**src/rtl/control_unit_if.sv**
```systemverilog
// ---------------------------------------------------------------------------
// control_unit_if
//   Bundles every signal between control_unit and the ALUSystem datapath.
//   The master modport is the controller side. The slave modport is the
//   datapath side.
//
//   Datapath -> controller:
//     IROut[15:0]     IR contents
//     ALU_Flags[3:0]  {Z,C,N,O}; bit 3 = Z
//
//   Controller -> datapath:
//     RF_O1Sel, RF_O2Sel, RF_FunSel, RF_RSel, RF_TSel
//     ALU_FunSel
//     ARF_OutASel, ARF_OutBSel, ARF_FunSel, ARF_RSel
//     IR_LH, IR_Enable, IR_FunSel
//     Mem_WR, Mem_CS (Mem_CS is active-low)
//     MuxASel, MuxBSel, MuxCSel
//
//   Status outputs:
//     State     current FSM state, for debug
//     Halted    high in HALT
//     IllegalOp illegal-opcode trap flag
// ---------------------------------------------------------------------------
interface control_unit_if;
  logic [15:0] IROut;
  logic [3:0]  ALU_Flags;

  logic [2:0]  RF_O1Sel;
  logic [2:0]  RF_O2Sel;
  logic [1:0]  RF_FunSel;
  logic [3:0]  RF_RSel;
  logic [3:0]  RF_TSel;
  logic [3:0]  ALU_FunSel;
  logic [1:0]  ARF_OutASel;
  logic [1:0]  ARF_OutBSel;
  logic [1:0]  ARF_FunSel;
  logic [3:0]  ARF_RSel;
  logic        IR_LH;
  logic        IR_Enable;
  logic [1:0]  IR_FunSel;
  logic        Mem_WR;
  logic        Mem_CS;
  logic [1:0]  MuxASel;
  logic [1:0]  MuxBSel;
  logic        MuxCSel;
  logic [2:0]  State;
  logic        Halted;
  logic        IllegalOp;

  modport master (
    input  IROut, ALU_Flags,
    output RF_O1Sel, RF_O2Sel, RF_FunSel, RF_RSel, RF_TSel, ALU_FunSel,
           ARF_OutASel, ARF_OutBSel, ARF_FunSel, ARF_RSel,
           IR_LH, IR_Enable, IR_FunSel, Mem_WR, Mem_CS,
           MuxASel, MuxBSel, MuxCSel, State, Halted, IllegalOp
  );

  modport slave (
    output IROut, ALU_Flags,
    input  RF_O1Sel, RF_O2Sel, RF_FunSel, RF_RSel, RF_TSel, ALU_FunSel,
           ARF_OutASel, ARF_OutBSel, ARF_FunSel, ARF_RSel,
           IR_LH, IR_Enable, IR_FunSel, Mem_WR, Mem_CS,
           MuxASel, MuxBSel, MuxCSel, State, Halted, IllegalOp
  );
endinterface

```
**src/rtl/control_unit.sv**
```systemverilog
// ---------------------------------------------------------------------------
// control_unit
//   Hardwired multi-cycle controller for the ALUSystem datapath.
//   Sequence: fetch the 16-bit instruction in two byte cycles
//   (FETCH_L, FETCH_H), then DECODE, then one or two execute cycles
//   (EXEC1, EXEC2).
//   The control word is a Moore function of the state register and of the
//   instruction latched in DECODE. The one exception is BNE, which also
//   looks at the Z flag during EXEC1.
//
//   Ports:
//     clk  system clock, rising edge active
//     rst  asynchronous, active-high; forces INIT
//     bus  control_unit_if.master; carries IR/flags in and all controls out
//
//   Configuration macro:
//     CU_ILLEGAL_TRAP_EN
//       Defined:   opcodes 0xD/0xE halt the machine and raise IllegalOp
//                  until reset.
//       Undefined: opcodes 0xD/0xE act as NOPs and IllegalOp is tied low.
// ---------------------------------------------------------------------------
module control_unit (
  input  logic          clk,
  input  logic          rst,
  control_unit_if.master bus
);

  typedef enum logic [2:0] {
    INIT    = 3'd0,
    FETCH_L = 3'd1,
    FETCH_H = 3'd2,
    DECODE  = 3'd3,
    EXEC1   = 3'd4,
    EXEC2   = 3'd5,
    HALT    = 3'd7
  } state_t;

  state_t      state;
  logic [15:0] instr;

  // Fields of the latched instruction.
  logic [3:0] op;
  logic       am;
  logic [1:0] rsel;
  logic [1:0] dst;
  logic [1:0] src1;
  logic [1:0] src2;

  assign op   = instr[15:12];
  assign am   = instr[10];
  assign rsel = instr[9:8];
  assign dst  = instr[9:8];
  assign src1 = instr[5:4];
  assign src2 = instr[1:0];

  // ADDR and the spare R-type bits go to the datapath, not to the
  // controller. Only Z is consulted among the flags.
  logic unused_bits;
  assign unused_bits = ^{instr[11], instr[7:6], instr[3:2], bus.ALU_Flags[2:0]};

  // RF register code (00 = R1 ... 11 = R4) to one-hot RF_RSel.
  function automatic logic [3:0] rf_onehot(input logic [1:0] r);
    return 4'b1000 >> r;
  endfunction

  function automatic logic is_rtype(input logic [3:0] o);
    return (o >= 4'h4) && (o <= 4'hC);
  endfunction

  // Opcode to ALU function code. 0xC (MOV) falls through to 0000.
  function automatic logic [3:0] alu_code(input logic [3:0] o);
    case (o)
      4'h4:    return 4'b0100;  // ADD
      4'h5:    return 4'b0101;  // SUB
      4'h6:    return 4'b0111;  // AND
      4'h7:    return 4'b1000;  // OR
      4'h8:    return 4'b1010;  // XOR
      4'h9:    return 4'b0010;  // NOT
      4'hA:    return 4'b1011;  // LSL
      4'hB:    return 4'b1100;  // LSR
      default: return 4'b0000;  // MOV
    endcase
  endfunction

  // DECODE looks at IROut directly, because the latch only takes effect
  // on the edge that leaves DECODE.
  function automatic state_t decode_next(input logic [3:0] o);
    case (o)
      4'hF: return HALT;
`ifdef CU_ILLEGAL_TRAP_EN
      4'hD, 4'hE: return HALT;
`else
      4'hD, 4'hE: return FETCH_L;
`endif
      default: return EXEC1;
    endcase
  endfunction

  // LD direct, ST and R-type need a second execute cycle.
  // Everything else returns to fetch.
  function automatic state_t exec1_next(input logic [3:0] o, input logic a);
    if (o == 4'h0)
      return a ? FETCH_L : EXEC2;
    else if (o == 4'h1 || is_rtype(o))
      return EXEC2;
    else
      return FETCH_L;
  endfunction

  // ---- state register ----
  always_ff @(posedge clk or posedge rst) begin
    if (rst) begin
      state <= INIT;
    end else begin
      case (state)
        INIT:    state <= FETCH_L;
        FETCH_L: state <= FETCH_H;
        FETCH_H: state <= DECODE;
        DECODE:  state <= decode_next(bus.IROut[15:12]);
        EXEC1:   state <= exec1_next(op, am);
        EXEC2:   state <= FETCH_L;
        HALT:    state <= HALT;
        default: state <= INIT;
      endcase
    end
  end

  // The instruction latch is data, so it has no reset. It is loaded only
  // in DECODE, so later IROut changes cannot disturb EXEC1/EXEC2.
  always_ff @(posedge clk) begin
    if (state == DECODE)
      instr <= bus.IROut;
  end

`ifdef CU_ILLEGAL_TRAP_EN
  logic illegal_q;
  always_ff @(posedge clk or posedge rst) begin
    if (rst)
      illegal_q <= 1'b0;
    else if (state == DECODE &&
             (bus.IROut[15:12] == 4'hD || bus.IROut[15:12] == 4'hE))
      illegal_q <= 1'b1;
  end
  assign bus.IllegalOp = illegal_q;
`else
  assign bus.IllegalOp = 1'b0;
`endif

  assign bus.State  = state;
  assign bus.Halted = (state == HALT);

  // ---- control word decode ----
  always_comb begin
    bus.RF_O1Sel    = 3'b000;
    bus.RF_O2Sel    = 3'b000;
    bus.RF_FunSel   = 2'b00;
    bus.RF_RSel     = 4'b0000;
    bus.RF_TSel     = 4'b0000;
    bus.ALU_FunSel  = 4'b0000;
    bus.ARF_OutASel = 2'b00;
    bus.ARF_OutBSel = 2'b00;
    bus.ARF_FunSel  = 2'b00;
    bus.ARF_RSel    = 4'b0000;
    bus.IR_LH       = 1'b0;
    bus.IR_Enable   = 1'b0;
    bus.IR_FunSel   = 2'b00;
    bus.Mem_WR      = 1'b0;
    bus.Mem_CS      = 1'b1;
    bus.MuxASel     = 2'b00;
    bus.MuxBSel     = 2'b00;
    bus.MuxCSel     = 1'b0;

    case (state)
      INIT: begin
        // Clear PC and AR, R1-R4 and T1-T4, and IR.
        bus.ARF_FunSel = 2'b00;
        bus.ARF_RSel   = 4'b1100;
        bus.RF_FunSel  = 2'b00;
        bus.RF_RSel    = 4'b1111;
        bus.RF_TSel    = 4'b1111;
        bus.IR_Enable  = 1'b1;
        bus.IR_FunSel  = 2'b00;
      end

      FETCH_L, FETCH_H: begin
        // Read memory at PC into one IR half, then PC <- PC + 1.
        bus.ARF_OutBSel = 2'b11;
        bus.Mem_CS      = 1'b0;
        bus.IR_Enable   = 1'b1;
        bus.IR_FunSel   = 2'b01;
        bus.IR_LH       = (state == FETCH_H);
        bus.ARF_FunSel  = 2'b10;
        bus.ARF_RSel    = 4'b1000;
      end

      EXEC1: begin
        case (op)
          4'h0: begin
            if (am) begin
              // Immediate: RF <- ADDR through MuxA.
              bus.MuxASel   = 2'b10;
              bus.RF_FunSel = 2'b01;
              bus.RF_RSel   = rf_onehot(rsel);
            end else begin
              bus.MuxBSel    = 2'b10;
              bus.ARF_FunSel = 2'b01;
              bus.ARF_RSel   = 4'b0100;
            end
          end
          4'h1: begin
            bus.MuxBSel    = 2'b10;
            bus.ARF_FunSel = 2'b01;
            bus.ARF_RSel   = 4'b0100;
          end
          4'h2: begin
            bus.MuxBSel    = 2'b10;
            bus.ARF_FunSel = 2'b01;
            bus.ARF_RSel   = 4'b1000;
          end
          4'h3: begin
            // Z here still comes from the previous instruction.
            if (!bus.ALU_Flags[3]) begin
              bus.MuxBSel    = 2'b10;
              bus.ARF_FunSel = 2'b01;
              bus.ARF_RSel   = 4'b1000;
            end
          end
          default: begin
            if (is_rtype(op)) begin
              bus.RF_O1Sel   = {1'b1, src1};
              bus.RF_O2Sel   = {1'b1, src2};
              bus.MuxCSel    = 1'b0;
              bus.ALU_FunSel = alu_code(op);
            end
          end
        endcase
      end

      EXEC2: begin
        case (op)
          4'h0: begin
            // RF <- M[AR].
            bus.ARF_OutBSel = 2'b00;
            bus.Mem_CS      = 1'b0;
            bus.MuxASel     = 2'b01;
            bus.RF_FunSel   = 2'b01;
            bus.RF_RSel     = rf_onehot(rsel);
          end
          4'h1: begin
            // M[AR] <- RF, passed through the ALU.
            bus.RF_O2Sel    = {1'b1, rsel};
            bus.ALU_FunSel  = 4'b0001;
            bus.ARF_OutBSel = 2'b00;
            bus.Mem_CS      = 1'b0;
            bus.Mem_WR      = 1'b1;
          end
          default: begin
            if (is_rtype(op)) begin
              // Hold the operand selects so the ALU result stays valid
              // while it is written back.
              bus.RF_O1Sel   = {1'b1, src1};
              bus.RF_O2Sel   = {1'b1, src2};
              bus.MuxCSel    = 1'b0;
              bus.ALU_FunSel = alu_code(op);
              bus.MuxASel    = 2'b00;
              bus.RF_FunSel  = 2'b01;
              bus.RF_RSel    = rf_onehot(dst);
            end
          end
        endcase
      end

      default: ;  // DECODE and HALT drive the idle word
    endcase
  end

endmodule

```
**src/flat_wrapper.sv**
```systemverilog
// flat-port wrapper written by rule: the top's interface ports become plain ports
module control_unit_flat 
  (clk, rst, bus_IROut, bus_ALU_Flags, bus_RF_O1Sel, bus_RF_O2Sel, bus_RF_FunSel, bus_RF_RSel, bus_RF_TSel, bus_ALU_FunSel, bus_ARF_OutASel, bus_ARF_OutBSel, bus_ARF_FunSel, bus_ARF_RSel, bus_IR_LH, bus_IR_Enable, bus_IR_FunSel, bus_Mem_WR, bus_Mem_CS, bus_MuxASel, bus_MuxBSel, bus_MuxCSel, bus_State, bus_Halted, bus_IllegalOp);
  control_unit_if bus_i ();
  input  logic clk;
  input  logic rst;
  input wire logic [$bits(bus_i.IROut)-1:0] bus_IROut;
  input wire logic [$bits(bus_i.ALU_Flags)-1:0] bus_ALU_Flags;
  output wire logic [$bits(bus_i.RF_O1Sel)-1:0] bus_RF_O1Sel;
  output wire logic [$bits(bus_i.RF_O2Sel)-1:0] bus_RF_O2Sel;
  output wire logic [$bits(bus_i.RF_FunSel)-1:0] bus_RF_FunSel;
  output wire logic [$bits(bus_i.RF_RSel)-1:0] bus_RF_RSel;
  output wire logic [$bits(bus_i.RF_TSel)-1:0] bus_RF_TSel;
  output wire logic [$bits(bus_i.ALU_FunSel)-1:0] bus_ALU_FunSel;
  output wire logic [$bits(bus_i.ARF_OutASel)-1:0] bus_ARF_OutASel;
  output wire logic [$bits(bus_i.ARF_OutBSel)-1:0] bus_ARF_OutBSel;
  output wire logic [$bits(bus_i.ARF_FunSel)-1:0] bus_ARF_FunSel;
  output wire logic [$bits(bus_i.ARF_RSel)-1:0] bus_ARF_RSel;
  output wire logic [$bits(bus_i.IR_LH)-1:0] bus_IR_LH;
  output wire logic [$bits(bus_i.IR_Enable)-1:0] bus_IR_Enable;
  output wire logic [$bits(bus_i.IR_FunSel)-1:0] bus_IR_FunSel;
  output wire logic [$bits(bus_i.Mem_WR)-1:0] bus_Mem_WR;
  output wire logic [$bits(bus_i.Mem_CS)-1:0] bus_Mem_CS;
  output wire logic [$bits(bus_i.MuxASel)-1:0] bus_MuxASel;
  output wire logic [$bits(bus_i.MuxBSel)-1:0] bus_MuxBSel;
  output wire logic [$bits(bus_i.MuxCSel)-1:0] bus_MuxCSel;
  output wire logic [$bits(bus_i.State)-1:0] bus_State;
  output wire logic [$bits(bus_i.Halted)-1:0] bus_Halted;
  output wire logic [$bits(bus_i.IllegalOp)-1:0] bus_IllegalOp;
  assign bus_i.IROut = bus_IROut;
  assign bus_i.ALU_Flags = bus_ALU_Flags;
  assign bus_RF_O1Sel = bus_i.RF_O1Sel;
  assign bus_RF_O2Sel = bus_i.RF_O2Sel;
  assign bus_RF_FunSel = bus_i.RF_FunSel;
  assign bus_RF_RSel = bus_i.RF_RSel;
  assign bus_RF_TSel = bus_i.RF_TSel;
  assign bus_ALU_FunSel = bus_i.ALU_FunSel;
  assign bus_ARF_OutASel = bus_i.ARF_OutASel;
  assign bus_ARF_OutBSel = bus_i.ARF_OutBSel;
  assign bus_ARF_FunSel = bus_i.ARF_FunSel;
  assign bus_ARF_RSel = bus_i.ARF_RSel;
  assign bus_IR_LH = bus_i.IR_LH;
  assign bus_IR_Enable = bus_i.IR_Enable;
  assign bus_IR_FunSel = bus_i.IR_FunSel;
  assign bus_Mem_WR = bus_i.Mem_WR;
  assign bus_Mem_CS = bus_i.Mem_CS;
  assign bus_MuxASel = bus_i.MuxASel;
  assign bus_MuxBSel = bus_i.MuxBSel;
  assign bus_MuxCSel = bus_i.MuxCSel;
  assign bus_State = bus_i.State;
  assign bus_Halted = bus_i.Halted;
  assign bus_IllegalOp = bus_i.IllegalOp;
  control_unit u_core (.clk(clk), .rst(rst), .bus(bus_i));
endmodule
```
**config.mk**
```make
export PLATFORM = sky130hd
export DESIGN_NAME = control_unit_flat
export DESIGN_NICKNAME = d
export VERILOG_FILES = /design/src/rtl/control_unit_if.sv /design/src/rtl/control_unit.sv /design/src/flat_wrapper.sv
export SDC_FILE = /design/constraint.sdc
export NUM_CORES = 1
export LEC_CHECK = 0
export CORE_MARGIN = 2
export CORE_UTILIZATION = 41
export DETAILED_ROUTE_END_ITERATION = 7
export PLACE_DENSITY = 0.93
export SYNTH_ARGS = -nofsm -noshare
export SYNTH_HDL_FRONTEND = slang
export SYNTH_SLANG_ARGS = --single-unit
export TNS_END_PERCENT = 30
```
**constraint.sdc**
```tcl
create_clock -name clk -period 3.6 [get_ports clk]
set_input_delay 1.08 -clock clk [delete_from_list [all_inputs] [get_ports clk]]
set_output_delay 1.08 -clock clk [all_outputs]
set_load 0.02 [all_outputs]
```
==> results.py, run 1 <==
metrics = {
    "clock_tree": {
        "cts_made_buffers": 3,
        "clk_latency_ns": 0.29,
        "clockRootBuffer": "clkbuf_4",
        "post_cts_resized": 0,
        "cts_setup_buffers": 0,
        "cts_sinks": 18,
        "clkTransAtPathRegs_ns": 0.10,
        "clk_path_buf_depth": 2,
        "postCtsHoldBufs": 0,
        "cts_tree": "done",
        "htree_levels": 1,
    },
    "worst_setup_path": {
        "cpPeakStageDelay_ns": 0.53,
        "critPathKind": "in2out",
        "crit_slowest_cell": "clkdlybuf4s50_1",
        "worstPathMaxFanout": 2,
        "worstPathCellList": "clkdlybuf4s50_1 > nand2_1 > a31o_2 > clkdlybuf4s50_1",
        "crit_path_end_kind": "output pin",
        "cpMostUsedCell": "clkdlybuf4s50_1",
        "start_kind": "input pin",
        "worstPathRequired_ns": 2.52,
        "crit_arrival_ns": 2.39,
    },
    "final_layout": {
        "num-nets-final": 205,
        "area_growth_pct": 37.7,
        "n_antenna_cell": 0,
        "drive_gt1_share_pct": 6.70,
        "fillers": 251,
    },
    "grt": {
        "grt_pass1_vias": 956,
        "grt_usage_pct": 15.2,
        "grt_max_degree": 17,
        "gr-total-overflow": 0,
        "antenna_found_initial": 0,
        "grt_pass1_wl_um": 4080,
    },
    "placement": {
        "place_congestion": 0.842,
        "numPortBuffers": 50,
        "place_hpwl_um": 2040,
    },
    "logic_synthesis": {
        "async_reset_ff_share_pct": 16.7,
        "netlist_top_cells_count": "buf_4 (15), nand2_1 (12), nor2_1 (12)",
        "synth_edf_count": 11,
        "syn_inst": 137,
        "synth_cell_types": 47,
        "yosysSeqAreaShare_pct": 39.4,
        "netlist_area_um2": 1230,
        "synthTopCellsByArea": "edfxtp_1 (27%), buf_4 (9.1%), dfxtp_1 (6.5%)",
        "synthFlopType": "edfxtp_1",
        "synth_top_area_cell": "edfxtp_1",
        "ys_seq_elements": 18,
        "synth_top_area_share_pct": 26.8,
        "synth_warnings": 0,
        "synth_most_common_cell": "buf_4",
        "syn_area_per_cell_um2": 9.00,
    },
    "timing": {
        "fmax_mhz": 288,
        "maxSlewViolCount": 0,
        "hold_viol": 0,
        "period_share_pct": 96.4,
        "min_period_ns": 3.47,
        "setup_viol": 0,
        "setup_tns_ns": 0,
        "clock_skew_ns": 0.00448,
        "rsz0062_at_grt": "false",
    },
    "floorplanning": {
        "initial_utilization_pct": 44.0,
        "coreArea_um2": 2810,
        "ioPinCount": 68,
        "fp.dieW_um": 58.9,
        "die_h_um": 58.9,
        "die_area_um2": 3460,
        "placementRows": 19,
    },
    "route": {
        "post_drt_wl_per_cell_um": 12.5,
        "via_count": 1093,
        "antenna_left": 0,
        "viasPerCell": 5.20,
        "drcViolationCount": 5,
        "drt-total-wl_um": 2620,
        "first_pass_iters": 6,
        "drtIter0Drc": 57,
    },
    "status": {
        "outcome": "complete, but fails checks",
        "violations": "design-rule violations",
    },
    "power_and_ir_drop": {
        "power_per_cell_area_nw_per_um2": 216,
        "ir_worst_vdd_mv": 0.167,
        "p_leak_uw": 0.000655,
        "power.total_uw": 366,
    },
    "worst_hold_path": {
        "min_path_type": "reg2reg",
    },
    "job": {
        "cap_viol_max_count": 0,
    },
}
-- layout make-up --
| cell class | count | area (um^2) | share of cell area [%] |
|---|---|---|---|
| clock buffer | 4 | 36.3 | 2.14 |
| inverter | 8 | 30.0 | 1.77 |
| multi-input combinational | 97 | 593 | 34.9 |
| sequential | 18 | 485 | 28.6 |
| tap | 31 | 38.8 | 2.28 |
| timing repair buffer | 52 | 515 | 30.3 |
-- cell usage in the layout, fill, tap and decap left out, types with 4 or more instances in the layout --
cell and n:
nand2_1 12, inv_1 8, nor2b_1 4, edfxtp_1 11, nor2_1 12, clkdlybuf4s50_1 50, and2_1 5, o21ai_0 7
a21oi_1 4, and3_1 4, dfxtp_1 4, conb_1 9
-- cell families after synthesis --
group / Yosys count / share of synthesized area (%)
AO/OA/AOI/OAI: 28 / 16.1
XOR/XNOR: 2 / 1.42
adder cells (fa/ha/maj): 3 / 3.04
buffers and inverters: 30 / 15.1
flip-flops: 18 / 39.4
multiplexers: 2 / 1.72
other: 1 / 0.304
AND/OR/NAND/NOR: 53 / 22.9
-- per-layer routing --
metal	vias up	part of all wire, %	GRT usage, %
met3	4	6.8	1.32
met5	-	0	0
met4	0	1.6	8.77
met2	46	52	26.5
met1	504	39	18.2
li1	539	-	-
-- critical path, delay by kind of cell --
kind / cells / cell delay, ns
simple gates: 1 / 0.06
buf+inv: 2 / 1.01
compound gates: 1 / 0.25
-- metrics by stage --
stage               setup slack, ns  cells  hold slack, ns  cell area, um^2  util (%)
floorplan                     0.602    145           0.620             1260         -
global placement              0.136    206           0.682             1660      59.2
detailed placement            0.135    206           0.682             1660      59.2
CTS                           0.127    210           0.696             1700      60.5
global route                 0.0518    210           0.753             1700      60.6
finish                        0.129    210           0.715             1700      60.6
-- report_power, final --
group / switching, uW / internal (uW) / total (uW)
combinational: 14.7 / 14.0 / 28.7
sequential: 0 / 218 / 218
clock: 57.5 / 61.6 / 119
-- path summary, 6_finish.rpt --
| check | slack, ns | endpoint | start | cells past startpoint |
|---|---|---|---|---|
| min in group asynchronous | 0.95 | u_core.bus.State[1] | rst | 2 |
| hold / removal | 0.71 | u_core.bus.State[2] | u_core.instr[10] | 3 |
| hold reg to reg | 0.71 | u_core.bus.State[2] | u_core.instr[10] | 3 |
| max in group asynchronous | 2.53 | u_core.bus.State[0] | rst | 2 |
| setup reg to reg | 1.36 | flip-flop | u_core.bus.State[0] | 7 |
| setup / recovery | 0.13 | bus_ARF_RSel[3] | bus_ALU_Flags[3] | 4 |
(Power assumes the default switching activity.)
==> run 2, diff against run 1 <==
Settings changed: CORE_MARGIN 2 to unset.
==> run 2 against run 1 <==
  * The run still ends with design-rule violations left
  * Clock power shrank 12%
  * Setup slack lost 0.010 ns
  * Non-clock buffer count is the same
  * First-iteration DRC count shrank 12%
  * Final cell count is the same
  * Core utilization shrank 0.40 points
  * Critical endpoint unchanged
==> results.py, run 2 (synthesis gave the netlist of run 1 again) <==
metrics = {
    "clock_tree": {
        "clk_latency_ns": 0.31,
        "postCtsHoldBufs": 0,
        "cts_setup_buffers": 0,
        "clockRootBuffer": "clkbuf_4",
        "cts_tree": "done",
        "post_cts_resized": 0,
        "cts_made_buffers": 3,
        "clkTransAtPathRegs_ns": 0.10,
        "clk_path_buf_depth": 2,
        "htree_levels": 1,
        "cts_sinks": 18,
    },
    "placement": {
        "place_congestion": 0.812,
        "place_inst": 206,
        "placed_area_um2": 1660,
        "numPortBuffers": 50,
        "place_hpwl_um": 1960,
    },
    "power_and_ir_drop": {
        "ir_worst_vdd_mv": 0.141,
        "p_leak_uw": 0.000650,
        "power_per_cell_area_nw_per_um2": 209,
    },
    "worst_setup_path": {
        "cp.buffers_inverters": 2,
        "start_kind": "input pin",
        "rrSetupSlack_ns": 1.68,
        "reg2reg_depth": 7,
        "worstPathCellList": "clkdlybuf4s50_1 > nand2_1 > a31o_2 > clkdlybuf4s50_1",
        "crit_family": "buffers and inverters",
        "worstPathMaxFanout": 2,
        "crit_path_end_kind": "output pin",
        "worstPathRequired_ns": 2.52,
        "crit_slowest_cell": "clkdlybuf4s50_1",
        "crit_arrival_ns": 2.40,
        "cpPeakStageDelay_ns": 0.53,
        "r2r-start": "u_core.bus.State[1]",
        "cpMostUsedCell": "clkdlybuf4s50_1",
        "critPathKind": "in2out",
    },
    "grt": {
        "grt_pass1_vias": 878,
        "grt_pass1_wl_um": 4250,
        "grt_max_degree": 18,
        "antenna_found_initial": 0,
        "grt_usage_pct": 17.1,
        "gr-total-overflow": 0,
    },
    "final_layout": {
        "mostFrequentLayoutCells": "clkdlybuf4s50_1 (50), nor2_1 (12), nand2_1 (12)",
        "post-route-cell-area_um2": 1690,
        "utilization_pct": 60.2,
        "area_growth_pct": 36.8,
        "final_common_cell": "clkdlybuf4s50_1",
        "n_antenna_cell": 0,
        "num-nets-final": 205,
        "drive_gt1_share_pct": 5.59,
        "final_cells": 210,
    },
    "timing": {
        "maxSlewViolCount": 0,
        "fmax_mhz": 287,
        "clock_skew_ns": 0.00586,
        "rsz0062_at_grt": "false",
        "min_period_ns": 3.48,
        "hold_viol": 0,
        "setup_viol": 0,
        "period_share_pct": 96.7,
        "setup_tns_ns": 0,
        "holdWs_ns": 0.668,
    },
    "status": {
        "violations": "design-rule violations",
        "outcome": "complete, but fails checks",
    },
    "floorplanning": {
        "coreArea_um2": 2810,
        "placementRows": 19,
        "initial_utilization_pct": 44.0,
        "ioPinCount": 68,
        "fp.dieW_um": 56.9,
        "die_area_um2": 3230,
        "die_h_um": 56.9,
    },
    "worst_hold_path": {
        "min_path_type": "reg2reg",
        "hp-start": "u_core.bus.State[0]",
        "min_to": "u_core.bus.State[2]",
        "hold-path-cell-count": 1,
    },
    "route": {
        "drtIter0Drc": 50,
        "via_count": 1070,
        "drt-total-wl_um": 2640,
        "antenna_left": 0,
        "post_drt_wl_per_cell_um": 12.6,
        "drcViolationCount": 12,
        "first_pass_iters": 6,
        "viasPerCell": 5.10,
    },
    "job": {
        "cap_viol_max_count": 0,
    },
}
run 2: cell count changes in the layout (fill, tap and decap cells not counted), sizes merged:
cell / previous run / this run
clkbuf: 4 / 3
clkinv: 0 / 1
run 2: worst register-to-register path, stage by stage, from the launching register on:
cell     delay (ns)
dfrtp_1        0.57
and3b_1        0.25
buf_4          0.26
nor2_1         0.08
a21o_1         0.19
ha_1           0.28
nand2_1        0.07
o21ai_0        0.09
run 2: cell type report:
| class | count | area, um^2 |
|---|---|---|
| Timing Repair Buffer | 52 | 515 |
| Clock buffer | 3 | 22.5 |
| Inverter | 8 | 30.0 |
| Tap cell | 31 | 38.8 |
| Fill cell | 242 | 1120 |
| Clock inverter | 1 | 3.75 |
| Multi-Input combinational cell | 97 | 592 |
| Sequential cell | 18 | 485 |
run 2: per-stage QoR:
step / total power (uW) / worst slack, ns
finish: 353 / 0.119
global route: 364 / 0.0504
CTS: 354 / 0.117
detailed placement: 252 / 0.123
global placement: 251 / 0.136
floorplan: 242 / 0.602
run 2: worst max-delay path by stage:
stage | startpoint | end | slack, ns | cells past startpoint
2_1_floorplan | u_core.bus.State[0] | bus_ALU_FunSel[0] | 0.60 | 3
3_3_place_gp | bus_ALU_Flags[3] | bus_ARF_RSel[3] | 0.14 | 4
3_5_place_dp | bus_ALU_Flags[3] | bus_ARF_RSel[3] | 0.12 | 4
4_1_cts | bus_ALU_Flags[3] | bus_ARF_RSel[3] | 0.12 | 4
5_1_grt | u_core.bus.State[1] | bus_RF_O2Sel[1] | 0.05 | 5
6_report | bus_ALU_Flags[3] | bus_ARF_RSel[3] | 0.12 | 4
run 2: power breakdown:
part	switching [uW]	internal, uW	total (uW)
combinational	15.4	14.0	29.4
clock	64.3	40.6	105
sequential	0	218	218
total	79.7	273	353
run 2: layer usage:
metal | part of all wire, % | GRT usage [%] | vias up
met1 | 44 | 21.8 | 475
met3 | 7.0 | 2.76 | 6
met5 | 0 | 0 | -
met4 | 2.1 | 9.41 | 0
li1 | - | - | 544
met2 | 47 | 27.7 | 45
